===== src/rtl/cordic_issue_wb.sv =====
// cordic_issue_wb
// Issue/writeback wrapper around the fixed-latency, non-stallable cordic_fu.
//   clk, rst            clock and synchronous active-high reset
//   req_*               dispatch request (valid/ready handshake, func, operands, tag)
//   fu_*_in / fu_op*    drive the cordic_fu inputs
//   fu_valid_out, ...   cordic_fu results, override and func
//   wb_*                writeback FIFO head (valid/ready handshake)
//   seq_err             sticky FU-valid / tag-line mismatch or capture overflow
// Every accepted request holds one credit until its result leaves the output FIFO,
// so a result arriving from the FU always finds a free FIFO slot.
module cordic_issue_wb #(
    parameter int FU_LATENCY = 7,
    parameter int TAG_W      = 5,
    parameter int OUT_DEPTH  = 8
) (
    input  logic             clk,
    input  logic             rst,
    input  logic             req_valid,
    output logic             req_ready,
    input  logic [4:0]       req_func,
    input  logic [17:0]      req_op1,
    input  logic [17:0]      req_op2,
    input  logic [TAG_W-1:0] req_tag,
    output logic             fu_valid_in,
    output logic [4:0]       fu_func_in,
    output logic [17:0]      fu_op1,
    output logic [17:0]      fu_op2,
    input  logic             fu_valid_out,
    input  logic [4:0]       fu_func_out,
    input  logic [25:0]      fu_result,
    input  logic             fu_override,
    input  logic [17:0]      fu_override_val,
    output logic             wb_valid,
    input  logic             wb_ready,
    output logic [4:0]       wb_func,
    output logic [TAG_W-1:0] wb_tag,
    output logic [17:0]      wb_data,
    output logic             seq_err
);
    localparam int PTR_W = $clog2(OUT_DEPTH);
    localparam int CNT_W = PTR_W + 1;
    localparam int BLK_W = $clog2(FU_LATENCY + 1);
    localparam int ENT_W = 5 + TAG_W + 18;

    logic [BLK_W-1:0]  blank_cnt_q, blank_cnt_d;
    logic [CNT_W-1:0]  inflight_q, inflight_d;
    logic [CNT_W-1:0]  fifo_cnt_q, fifo_cnt_d;
    logic [PTR_W-1:0]  wr_ptr_q, wr_ptr_d, rd_ptr_q, rd_ptr_d;
    logic [FU_LATENCY-1:0] line_vld_q, line_vld_d;
    logic [TAG_W-1:0]  line_tag_q [FU_LATENCY];
    logic [TAG_W-1:0]  line_tag_d [FU_LATENCY];
    logic [ENT_W-1:0]  mem_q [OUT_DEPTH];
    logic [ENT_W-1:0]  mem_d [OUT_DEPTH];
    logic              seq_err_q, seq_err_d;

    logic              blank_s, accept_s, exit_vld_s, push_s, pop_s;
    logic              fifo_full_s, wr_ok_s, overflow_s, mismatch_s;
    logic [CNT_W:0]    credit_use_s;
    logic [TAG_W-1:0]  exit_tag_s;
    logic [17:0]       cap_data_s;
    logic [ENT_W-1:0]  head_s;
    logic              unused_lsb_s;

    // Credits, handshakes and tag-line exit; stale FU outputs are ignored while blanking.
    always_comb begin
        blank_s      = (blank_cnt_q != BLK_W'(0));
        credit_use_s = {1'b0, inflight_q} + {1'b0, fifo_cnt_q};
        req_ready    = !blank_s && (credit_use_s < (CNT_W+1)'(OUT_DEPTH));
        accept_s     = req_valid & req_ready;
        exit_vld_s   = line_vld_q[FU_LATENCY-1];
        exit_tag_s   = line_tag_q[FU_LATENCY-1];
        push_s       = exit_vld_s & ~blank_s;
        pop_s        = wb_valid & wb_ready;
        fifo_full_s  = (fifo_cnt_q == CNT_W'(OUT_DEPTH));
        // A full FIFO can still take a write when the head leaves in the same cycle.
        wr_ok_s      = push_s & (~fifo_full_s | pop_s);
        overflow_s   = push_s & fifo_full_s & ~pop_s;
        mismatch_s   = ~blank_s & (fu_valid_out != exit_vld_s);
        cap_data_s   = fu_override ? fu_override_val : fu_result[25:8];
        unused_lsb_s = ^fu_result[7:0];
    end

    // Issue pass-through and writeback head fields.
    always_comb begin
        fu_valid_in = accept_s;
        fu_func_in  = req_func;
        fu_op1      = req_op1;
        fu_op2      = req_op2;
        head_s      = mem_q[rd_ptr_q];
        wb_valid    = (fifo_cnt_q != CNT_W'(0));
        wb_func     = head_s[ENT_W-1 -: 5];
        wb_tag      = head_s[18 +: TAG_W];
        wb_data     = head_s[17:0];
        seq_err     = seq_err_q;
    end

    // Next-state for blanking, credits, tag line, FIFO and sticky error.
    always_comb begin
        if (blank_s) begin
            blank_cnt_d = blank_cnt_q - BLK_W'(1);
        end else begin
            blank_cnt_d = blank_cnt_q;
        end

        case ({accept_s, exit_vld_s})
            2'b10:   inflight_d = inflight_q + CNT_W'(1);
            2'b01:   inflight_d = inflight_q - CNT_W'(1);
            default: inflight_d = inflight_q;
        endcase

        // Entry 0 takes req_tag every cycle; only the valid bit is meaningful.
        line_vld_d    = {line_vld_q[FU_LATENCY-2:0], accept_s};
        line_tag_d[0] = req_tag;
        for (int i = 1; i < FU_LATENCY; i++) begin
            line_tag_d[i] = line_tag_q[i-1];
        end

        case ({wr_ok_s, pop_s})
            2'b10:   fifo_cnt_d = fifo_cnt_q + CNT_W'(1);
            2'b01:   fifo_cnt_d = fifo_cnt_q - CNT_W'(1);
            default: fifo_cnt_d = fifo_cnt_q;
        endcase

        mem_d = mem_q;
        if (wr_ok_s) begin
            mem_d[wr_ptr_q] = {fu_func_out, exit_tag_s, cap_data_s};
            wr_ptr_d        = wr_ptr_q + PTR_W'(1);
        end else begin
            wr_ptr_d        = wr_ptr_q;
        end

        if (pop_s) begin
            rd_ptr_d = rd_ptr_q + PTR_W'(1);
        end else begin
            rd_ptr_d = rd_ptr_q;
        end

        seq_err_d = seq_err_q | mismatch_s | overflow_s;
    end

    // State registers with synchronous reset; blanking restarts on every reset.
    always_ff @(posedge clk) begin
        if (rst) begin
            blank_cnt_q <= BLK_W'(FU_LATENCY);
            inflight_q  <= CNT_W'(0);
            fifo_cnt_q  <= CNT_W'(0);
            wr_ptr_q    <= PTR_W'(0);
            rd_ptr_q    <= PTR_W'(0);
            line_vld_q  <= FU_LATENCY'(0);
            seq_err_q   <= 1'b0;
            for (int i = 0; i < FU_LATENCY; i++) begin
                line_tag_q[i] <= TAG_W'(0);
            end
            for (int i = 0; i < OUT_DEPTH; i++) begin
                mem_q[i] <= ENT_W'(0);
            end
        end else begin
            blank_cnt_q <= blank_cnt_d;
            inflight_q  <= inflight_d;
            fifo_cnt_q  <= fifo_cnt_d;
            wr_ptr_q    <= wr_ptr_d;
            rd_ptr_q    <= rd_ptr_d;
            line_vld_q  <= line_vld_d;
            seq_err_q   <= seq_err_d;
            line_tag_q  <= line_tag_d;
            mem_q       <= mem_d;
        end
    end
endmodule


===== config.mk =====
export PLATFORM = sky130hd
export DESIGN_NAME = cordic_issue_wb
export DESIGN_NICKNAME = d
export VERILOG_FILES = /design/src/rtl/cordic_issue_wb.sv
export SDC_FILE = /design/constraint.sdc
export NUM_CORES = 1
export LEC_CHECK = 0
export ABC_AREA = 1
export CAP_MARGIN = 20
export CORE_UTILIZATION = 55
export CTS_CLUSTER_DIAMETER = 80
export CTS_CLUSTER_SIZE = 14
export DETAILED_ROUTE_END_ITERATION = 12
export PLACE_DENSITY = 0.79
export SLEW_MARGIN = 25
export SYNTH_ARGS = -nofsm -noshare
export SYNTH_HDL_FRONTEND = slang
export SYNTH_SLANG_ARGS = --single-unit

===== constraint.sdc =====
create_clock -name clk -period 6.72 [get_ports clk]
set_clock_uncertainty 0.1 [all_clocks]
set_input_delay 0.672 -clock clk [delete_from_list [all_inputs] [get_ports clk]]
set_output_delay 0.672 -clock clk [all_outputs]
set_load 0.1 [all_outputs]

== After elaboration in Yosys (flattened, before gate mapping) ==
Index checks and enable logic that the tools add are counted.
Word-level totals
  bits of input ports: 101
  register bits: 284
  word-level logic and storage cells: 71
Operators by class
  $add $sub $neg: 8
  bitwise operators: 15
  equality and inequality tests: 6
  mux-type cells: 9
  reductions and logical operators: 7
  order comparisons: 4
Operator list (number)
  224-bit bitwise mux: 1
  28-bit binary-select mux with 3-bit select: 1
  28-bit demux with 3-bit select: 1
  28-bit 2-to-1 mux: 3
  18-bit 2-to-1 mux: 1
  4-bit one-hot mux with 2 select lines: 2
  4-bit by 1-bit adder with 4-bit output (second input constant): 2
  4-bit greater-or-equal comparator (second input constant): 2
  3-bit inverter with 4-bit output: 2
  4-bit by 1-bit subtractor with 4-bit output (second input constant): 2
  1-bit bitwise AND: 7
  3-bit by 1-bit adder with 3-bit output (second input constant): 2
  4-bit by 4-bit adder with 5-bit output: 1
  5-bit by 4-bit less-than comparator with 1-bit output (second input constant): 1
  2-bit by 1-bit == test with 1-bit output (second input constant): 2
  2-bit == test (second input constant): 2
  4-bit == test (second input constant): 1
  4-bit by 1-bit less-than comparator with 1-bit output (second input constant): 1
  2-bit nonzero test: 2
  4-bit nonzero test: 1
  1-bit inverter: 3
  1-bit bitwise OR: 3
  3-bit nonzero test: 1
  3-bit by 1-bit subtractor with 3-bit output (second input constant): 1
  3 further kinds: 4

== Logic depth before layout (Yosys ltp) ==
Gate-level depths: netlist (run 1).
  depth in word-level cells: 6
  mapped depth: 16
  depth with buffers taken out: 14

== Worst setup path after synthesis (run 1) ==
No wires, ideal clock.
  kind: register to register
  start point: register fifo_cnt_q[1]
  end point: register fifo_cnt_q[3]
  buffers on the path: 0
  cell stages (with the launch flop): 13
  arrival: 2838 ps
  required time: 6550 ps
  slack: 3711 ps
  period minus slack after synthesis: 3009 ps
  path through: dfxtp_1 > nor2_1 > nand3_1 > nand2_1 > inv_1 > ha_1 > ha_1 > or2_2 > nand2_1 > nand2_1 > nand2_1 > nand2_1 > a21oi_1
On the way
  cells in the longest elaborated chain, start to end: 6
  elaborated cells on any way between the ends: 12
  classes of those cells: 2 x add/sub; 3 x eq/ne; 1 x mux; 4 x bitwise; 2 x reduce/logical
Ends and longest elaborated chain
  start: declaration: RTL line 47  | logic [CNT_W-1:0] fifo_cnt_q, fifo_cnt_d;
  start signal: assignment: RTL line 160  | fifo_cnt_q <= fifo_cnt_d;
  4-bit nonzero test *: RTL line 90  | wb_valid = (fifo_cnt_q != CNT_W'(0));
  via wb_valid: RTL line 33  | output logic wb_valid,
  1-bit bitwise AND *: RTL line 73  | pop_s = wb_valid & wb_ready;
  via pop_s: RTL line 56  | logic blank_s, accept_s, exit_vld_s, push_s, pop_s;
  1-bit bitwise OR: RTL line 76  | wr_ok_s = push_s & (~fifo_full_s | pop_s);
  1-bit bitwise AND: RTL line 76
  2-bit by 1-bit == test with 1-bit output or 2-bit == test (tied branches): RTL line 118  | case ({wr_ok_s, pop_s})
  4-bit one-hot mux with 2 select lines or 2-bit nonzero test (tied branches)
Mark *: on every way through the listed nets, which the timed path passes. The rest lies on a longest branch.
A chain may end at the register's enable or synchronous reset.

== Final worst setup path (run 1) ==
  start point: register rd_ptr_q[0]
  end point: output wb_data[6]
On the way
  cells in the longest elaborated chain, start to end: 4
Ends and longest elaborated chain
  start: declaration: RTL line 48  | logic [PTR_W-1:0] wr_ptr_q, wr_ptr_d, rd_ptr_q, rd_ptr_d;
  start signal: assignment: RTL line 162  | rd_ptr_q <= rd_ptr_d;
  3-bit inverter with 4-bit output (not written as such): RTL line 89  | head_s = mem_q[rd_ptr_q];
  28-bit binary-select mux with 3-bit select: RTL line 89
  28-bit 2-to-1 mux (not written as such) (2 in a row): RTL line 89
  end: declaration: RTL line 37  | output logic [17:0] wb_data,
No other way between the ends. The select of a mux whose other input is x is not followed.

==> impl_metrics.csv, run 1 <==
group,metric,value,unit
placed_design,place.gp.congestion,0.789,
synth,synthFlopType,"dfxtp_1",
status,status,"complete, but fails checks",
timing,period_needed,4330,ps
job,maxCapViolCount,0,
synth,yosysWarnings,0,
synth,ys_async_sr_fraction,0,
timing,timing.slew.headroom,0.284,
cts,cts.sinks,284,
finish,num-fill-cells,2387,
global_routing,antenna_found_initial,0,
finish,multiInputGateArea,6400,um^2
global_routing,grt_pass1_vias,12700,
power_and_ir_drop,p_sw,0.00208,W
routing,wl,38500,um
placed_design,place_ws,2820,ps
worst_hold_path,min_path_type,"register to register",
synth,syn_nets,2437,
critical_path,path_class,"register to output port",
cts,cts_hold_buffers,0,
status,violations,"design-rule violations",
cts,ctsResizeCount,0,
power_and_ir_drop,intPower,0.00285,W
cts,clk_latency,530,ps
power_and_ir_drop,ir_drop,0.000303,V
finish,finalNonFillerCells,2580,
cts,cts_max_level,1,
routing,viasPerCell,5.27,
timing,worst_pin_slew,1070,ps
routing,firstDrtPassIters,9,
critical_path,cp_max_fo,81,
finish,drive_above_1_share,0.0312,
synth,yosysSeqAreaShare,0.386,
die,core_area,26200,um^2
finish,antennaDiodeCount,0,
timing,finalMaxSlewViolations,0,
synth,synth-seq-cells,284,
die,pin_count,174,
synth,synthDistinctLibCells,31,
power_and_ir_drop,p_leak,7.48,nW
timing,setup_tns,0,ps
finish,finish.utilization,0.603,
die,dieArea,27500,um^2
timing,finalCritPeriodShare,0.644,
power_and_ir_drop,p_per_area,312,nW/um^2
routing,vias,13600,
routing,drt-initial-drc-count,1214,
routing,drc,6,
timing,grt_setup_unrepaired,"no",
placed_design,dp_cells,2553,
synth,avgSynthCellArea,6.35,um^2
cts,cts_tree,"done",
finish,regArea,5690,um^2
worst_hold_path,min_path_cells,2,
finish,layout.nets,2360,
routing,antenna_left,0,
cts,cts_setup_buffers,0,
synth,synth-edff-count,0,
cts,cts_root_buf,"clkbuf_16",
power_and_ir_drop,clockPowerShare,0.257,
global_routing,grt-ovfl-total,0,
die,die_y,166,um
finish,syn2layout_area_growth,7.27,%
placed_design,io_buffers,83,
global_routing,grt_max_degree,168,
critical_path,crit_required,5950,ps
synth,syn_area,14700,um^2
cts,path_clk_slew,70,ps
critical_path,cp-start-kind,"register",
die,rows,59,
die,die_w,166,um
critical_path,worstRegToRegCells,7,
placed_design,hpwl,20500,um
power_and_ir_drop,swShare,0.422,
timing,layout_setup_ws,2390,ps
timing,hold_viol,0,
critical_path,endpoint_kind,"output port",
cts,numCtsBuffers,24,
cts,clockBufferDepth,3,
routing,routedWlPerCell,14.9,um
power_and_ir_drop,combPwrFrac,0.394,
critical_path,critPathArrivalTime,3560,ps
global_routing,grt_pass1_wl,62100,um
die,initial_utilization,0.562,
synth,syn-instance-count,2321,
timing,fmax,231,MHz
timing,setup_viol,0,
power_and_ir_drop,seqPwrFrac,0.350,
global_routing,grt_usage,0.274,
worst paths after layout:
| kind | from | to | slack, ps |
|---|---|---|---|
| setup / recovery | rd_ptr_q[0]$_SDFFE_PP0P_ | wb_data[6] | 2390 |
| hold / removal | line_tag_d[10]$_SDFF_PP0_ | line_tag_d[5]$_SDFF_PP0_ | 290 |
| setup reg to reg | fifo_cnt_q[1]$_SDFFE_PP0P_ | mem_q[50]$_SDFFE_PP0P_ | 3430 |
| hold reg to reg | line_tag_d[10]$_SDFF_PP0_ | line_tag_d[5]$_SDFF_PP0_ | 290 |
synth_stat cells (all sizes together) (2+ instances only):
library cell	n	area [um^2]
nor2	339	1310
fa	2	40.0
nand2	514	1930
inv	444	1670
clkbuf	90	350
nand4	157	982
nand3	42	230
buf	114	676
ha	13	163
o21ai	144	721
o21a	28	210
xnor2	4	35.0
dfxtp	284	5690
a21oi	138	691
or2	2	12.5
flip-flops by register name, indices dropped and copies added, names as in the netlist, 4 cells and up:
name        flops
exit_tag_s      5
fifo_cnt_q      4
inflight_q      4
line_tag_d     30
line_vld_q      7
mem_q         224
worst max-delay path, cell delays in order (launching register included):
cell and delay (ps):
dfxtp_4 370, clkinv_4 450, buf_4 460, a21oi_1 170, o21ai_0 130, nand3_1 90, o21a_1 150, clkdlybuf4s50_1 1170
power by group through the flow:
stage               Sequential (W)  Combinational (W)  Clock, W
finish                     0.00172            0.00194   0.00126
global route               0.00172            0.00205   0.00134
CTS                        0.00172            0.00193   0.00128
detailed placement         0.00176            0.00192         0
global placement           0.00176            0.00191         0
floorplan                  0.00175            0.00157         0
layout make-up:
cell class / count / share of cell area
Clock buffer: 26 / 0.0398
Clock inverter: 1 / 0.000712
Inverter: 445 / 0.106
Multi-Input combinational cell: 1388 / 0.405
Sequential cell: 284 / 0.360
Tap cell: 335 / 0.0265
Timing Repair Buffer: 101 / 0.0615
routing by layer:
metal,part of all wire,vias up,GRT usage
met4,0.029,0,0.110
li1,-,6892,-
met1,0.41,6144,0.333
met5,0,-,0
met3,0.087,81,0.0490
met2,0.47,491,0.480
through the flow:
step / hold WS (ps) / cell area [um^2] / total power, W
global placement: 289 / 15100 / 0.00367
global route: 315 / 15800 / 0.00511
detailed placement: 294 / 15100 / 0.00368
CTS: 299 / 15800 / 0.00493
floorplan: 288 / 14700 / 0.00332
finish: 295 / 15800 / 0.00493
cell families (layout without fill, tap and decap cells):
group | Yosys count | after routing | synth area share
fa+ha+maj | 15 | 15 | 0.0138
compound gates | 312 | 312 | 0.111
simple gates | 1056 | 1056 | 0.304
flops | 284 | 284 | 0.386
xor+xnor | 5 | 5 | 0.00297
buf+inv | 649 | 573 | 0.183
cells in the final DEF, fill, tap and decap left out, types with 5 or more instances in the layout:
cell type / instances
nand3_1: 37
nor2_1: 331
nand4_1: 157
o21ai_1: 18
o21ai_0: 126
inv_1: 439
ha_1: 13
nand2_1: 513
buf_4: 16
clkbuf_16: 25
nor2_4: 5
dfxtp_1: 282
a21oi_1: 138
o21a_1: 28
clkdlybuf4s50_1: 81
Power figures use the tool's default switching activity.
==> run 2: changes to the inputs <==
--- a/config.mk
+++ b/config.mk
@@ -7,11 +7,11 @@
 export LEC_CHECK = 0
 export ABC_AREA = 1
 export CAP_MARGIN = 20
-export CORE_UTILIZATION = 55
+export CORE_UTILIZATION = 51
 export CTS_CLUSTER_DIAMETER = 80
 export CTS_CLUSTER_SIZE = 14
 export DETAILED_ROUTE_END_ITERATION = 12
-export PLACE_DENSITY = 0.79
+export PLACE_DENSITY = 0.77
 export SLEW_MARGIN = 25
 export SYNTH_ARGS = -nofsm -noshare
 export SYNTH_HDL_FRONTEND = slang
==> constraint.sdc (replaced) <==
create_clock -name clk -period 3.5 [get_ports clk]
set_clock_uncertainty 0.1 [all_clocks]
set_input_delay 0.35 -clock clk [delete_from_list [all_inputs] [get_ports clk]]
set_output_delay 0.35 -clock clk [all_outputs]
set_load 0.1 [all_outputs]
==> run 2 against run 1 <==
Compared with the run above:
- the flow now finishes without violations
- global-route usage shrank 1.3 points
- worst setup slack worse by 1700 ps
- hold slack worse by 71 ps
- combinational power increased by 120%
- largest cell class unchanged
==> impl_metrics.csv, run 2 (synthesis results as in run 1) <==
group,metric,value,unit
placed_design,place.gp.congestion,0.806,
timing,finalCritPeriodShare,0.802,
cts,cts_setup_buffers,0,
job,maxCapViolCount,0,
die,dieArea,29600,um^2
power_and_ir_drop,p_per_area,613,nW/um^2
cts,clk_latency,520,ps
cts,cts_hold_buffers,0,
finish,drive_above_1_share,0.0504,
die,rows,61,
worst_hold_path,min_path_cells,3,
critical_path,critPathSlowestCell,"inv_2",
global_routing,grt_max_degree,168,
timing,hold_slack,224,ps
critical_path,cp_max_fo,29,
timing,finalMaxSlewViolations,0,
cts,cts_root_buf,"clkbuf_16",
cts,cts_max_level,1,
routing,routedWlPerCell,14.5,um
finish,antennaDiodeCount,0,
routing,wl,38300,um
cts,ctsResizeCount,0,
timing,worst_pin_slew,991,ps
critical_path,critPathArrivalTime,2360,ps
routing,viasPerCell,5.15,
critical_path,slowest_delay,490,ps
die,pin_count,174,
finish,largest_register,"mem_q",
finish,syn2layout_area_growth,10.4,%
cts,clockBufferDepth,3,
placed_design,io_buffers,83,
critical_path,crit_chain,"inv_2 > buf_12 > a21oi_1 > o21ai_0 > nand3_1 > o21a_1 > buf_12",
timing,period_needed,2810,ps
routing,firstDrtPassIters,6,
critical_path,path_class,"register to output port",
critical_path,cp_common_cell,"buf_12",
placed_design,hpwl,21200,um
routing,vias,13600,
cts,cts_tree,"done",
power_and_ir_drop,p_leak,7.72,nW
finish,regArea,5690,um^2
global_routing,antenna_found_initial,0,
die,die_w,172,um
critical_path,path_buf_inv,3,
routing,antenna_left,0,
critical_path,path_delay_family,"buffers and inverters",
finish,layout.nets,2375,
routing,drc,0,
timing,timing.slew.headroom,0.335,
critical_path,path_depth,7,
finish,finish.utilization,0.579,
finish,largest_reg_flops,224,
critical_path,endpoint_kind,"output port",
timing,grt_setup_unrepaired,"no",
global_routing,grt_pass1_wl,62600,um
routing,drt-initial-drc-count,1278,
global_routing,grt_pass1_vias,12800,
timing,setup_tns,0,ps
cts,numCtsBuffers,24,
finish,num-fill-cells,2625,
cts,path_clk_slew,70,ps
finish,multiInputGateArea,6370,um^2
timing,fmax,356,MHz
timing,setup_viol,0,
status,status,"complete, no violations",
finish,layout_common_cells,"513 x nand2_1, 439 x inv_1, 331 x nor2_1",
finish,mostFrequentLayoutCell,"nand2_1",
die,core_area,28100,um^2
global_routing,grt_usage,0.262,
timing,hold_viol,0,
global_routing,grt-ovfl-total,0,
critical_path,cp-start-kind,"register",
critical_path,crit_required,3050,ps
die,die_y,172,um
die,initial_utilization,0.525,
cts,cts.sinks,284,
critical_path,worstRegToRegCells,11,
worst_hold_path,min_path_type,"primary input to register",
power_and_ir_drop,ir_drop,0.000714,V
-- run 2: changes by cell type in the layout (fill, tap and decap cells not counted), sizes merged --
| cell | before | now |
|---|---|---|
| buf | 20 | 64 |
| clkdlybuf4s50 | 81 | 52 |
| clkinv | 1 | 0 |
| inv | 445 | 446 |
-- run 2: per-stage QoR --
stage	setup WS [ps]	total power (W)	cells	instance area, um^2
2_1_floorplan	491	0.00638	2321	14700
3_3_place_gp	847	0.00757	2611	15600
3_5_place_dp	800	0.00760	2611	15600
4_1_cts	716	0.00999	2638	16300
5_1_grt	582	0.0104	2638	16300
6_report	692	0.00997	2638	16300
-- run 2: routing by layer --
layer	vias to the layer above	share of wire	GRT usage
met5	-	0	0
met4	0	0.023	0.0866
met3	72	0.070	0.0304
met2	479	0.47	0.445
met1	6119	0.43	0.343
li1	6908	-	-
-- run 2: where the power goes --
group | switching (W) | internal (W) | leakage [nW]
Combinational | 0.00289 | 0.00134 | 5.11
Sequential | 0.0000521 | 0.00327 | 2.29
Clock | 0.00115 | 0.00127 | 0.315
-- run 2: worst paths after layout --
path	start	end	slack, ps
worst max-delay path	rd_ptr_q[1]$_SDFFE_PP0P_	wb_data[12]	690
worst min-delay path	rst	blank_cnt_q[2]$_SDFFE_PP1P_	220
worst max register to register	fifo_cnt_q[3]$_SDFFE_PP0P_	inflight_q[3]$_SDFFE_PP0P_	800
worst min register to register	line_tag_d[15]$_SDFF_PP0_	line_tag_d[10]$_SDFF_PP0_	300
-- run 2: tightest hold or removal path, stage by stage --
cell and delay (ps):
buf_2 120, inv_6 160, o21ai_0 140
-- run 2: area by class of cell --
class                           count  area share
Inverter                          445       0.103
Tap cell                          378      0.0291
Clock buffer                       26      0.0387
Multi-Input combinational cell   1388       0.391
Timing Repair Buffer              116      0.0875
Clock inverter                      1    0.000692
Sequential cell                   284       0.350
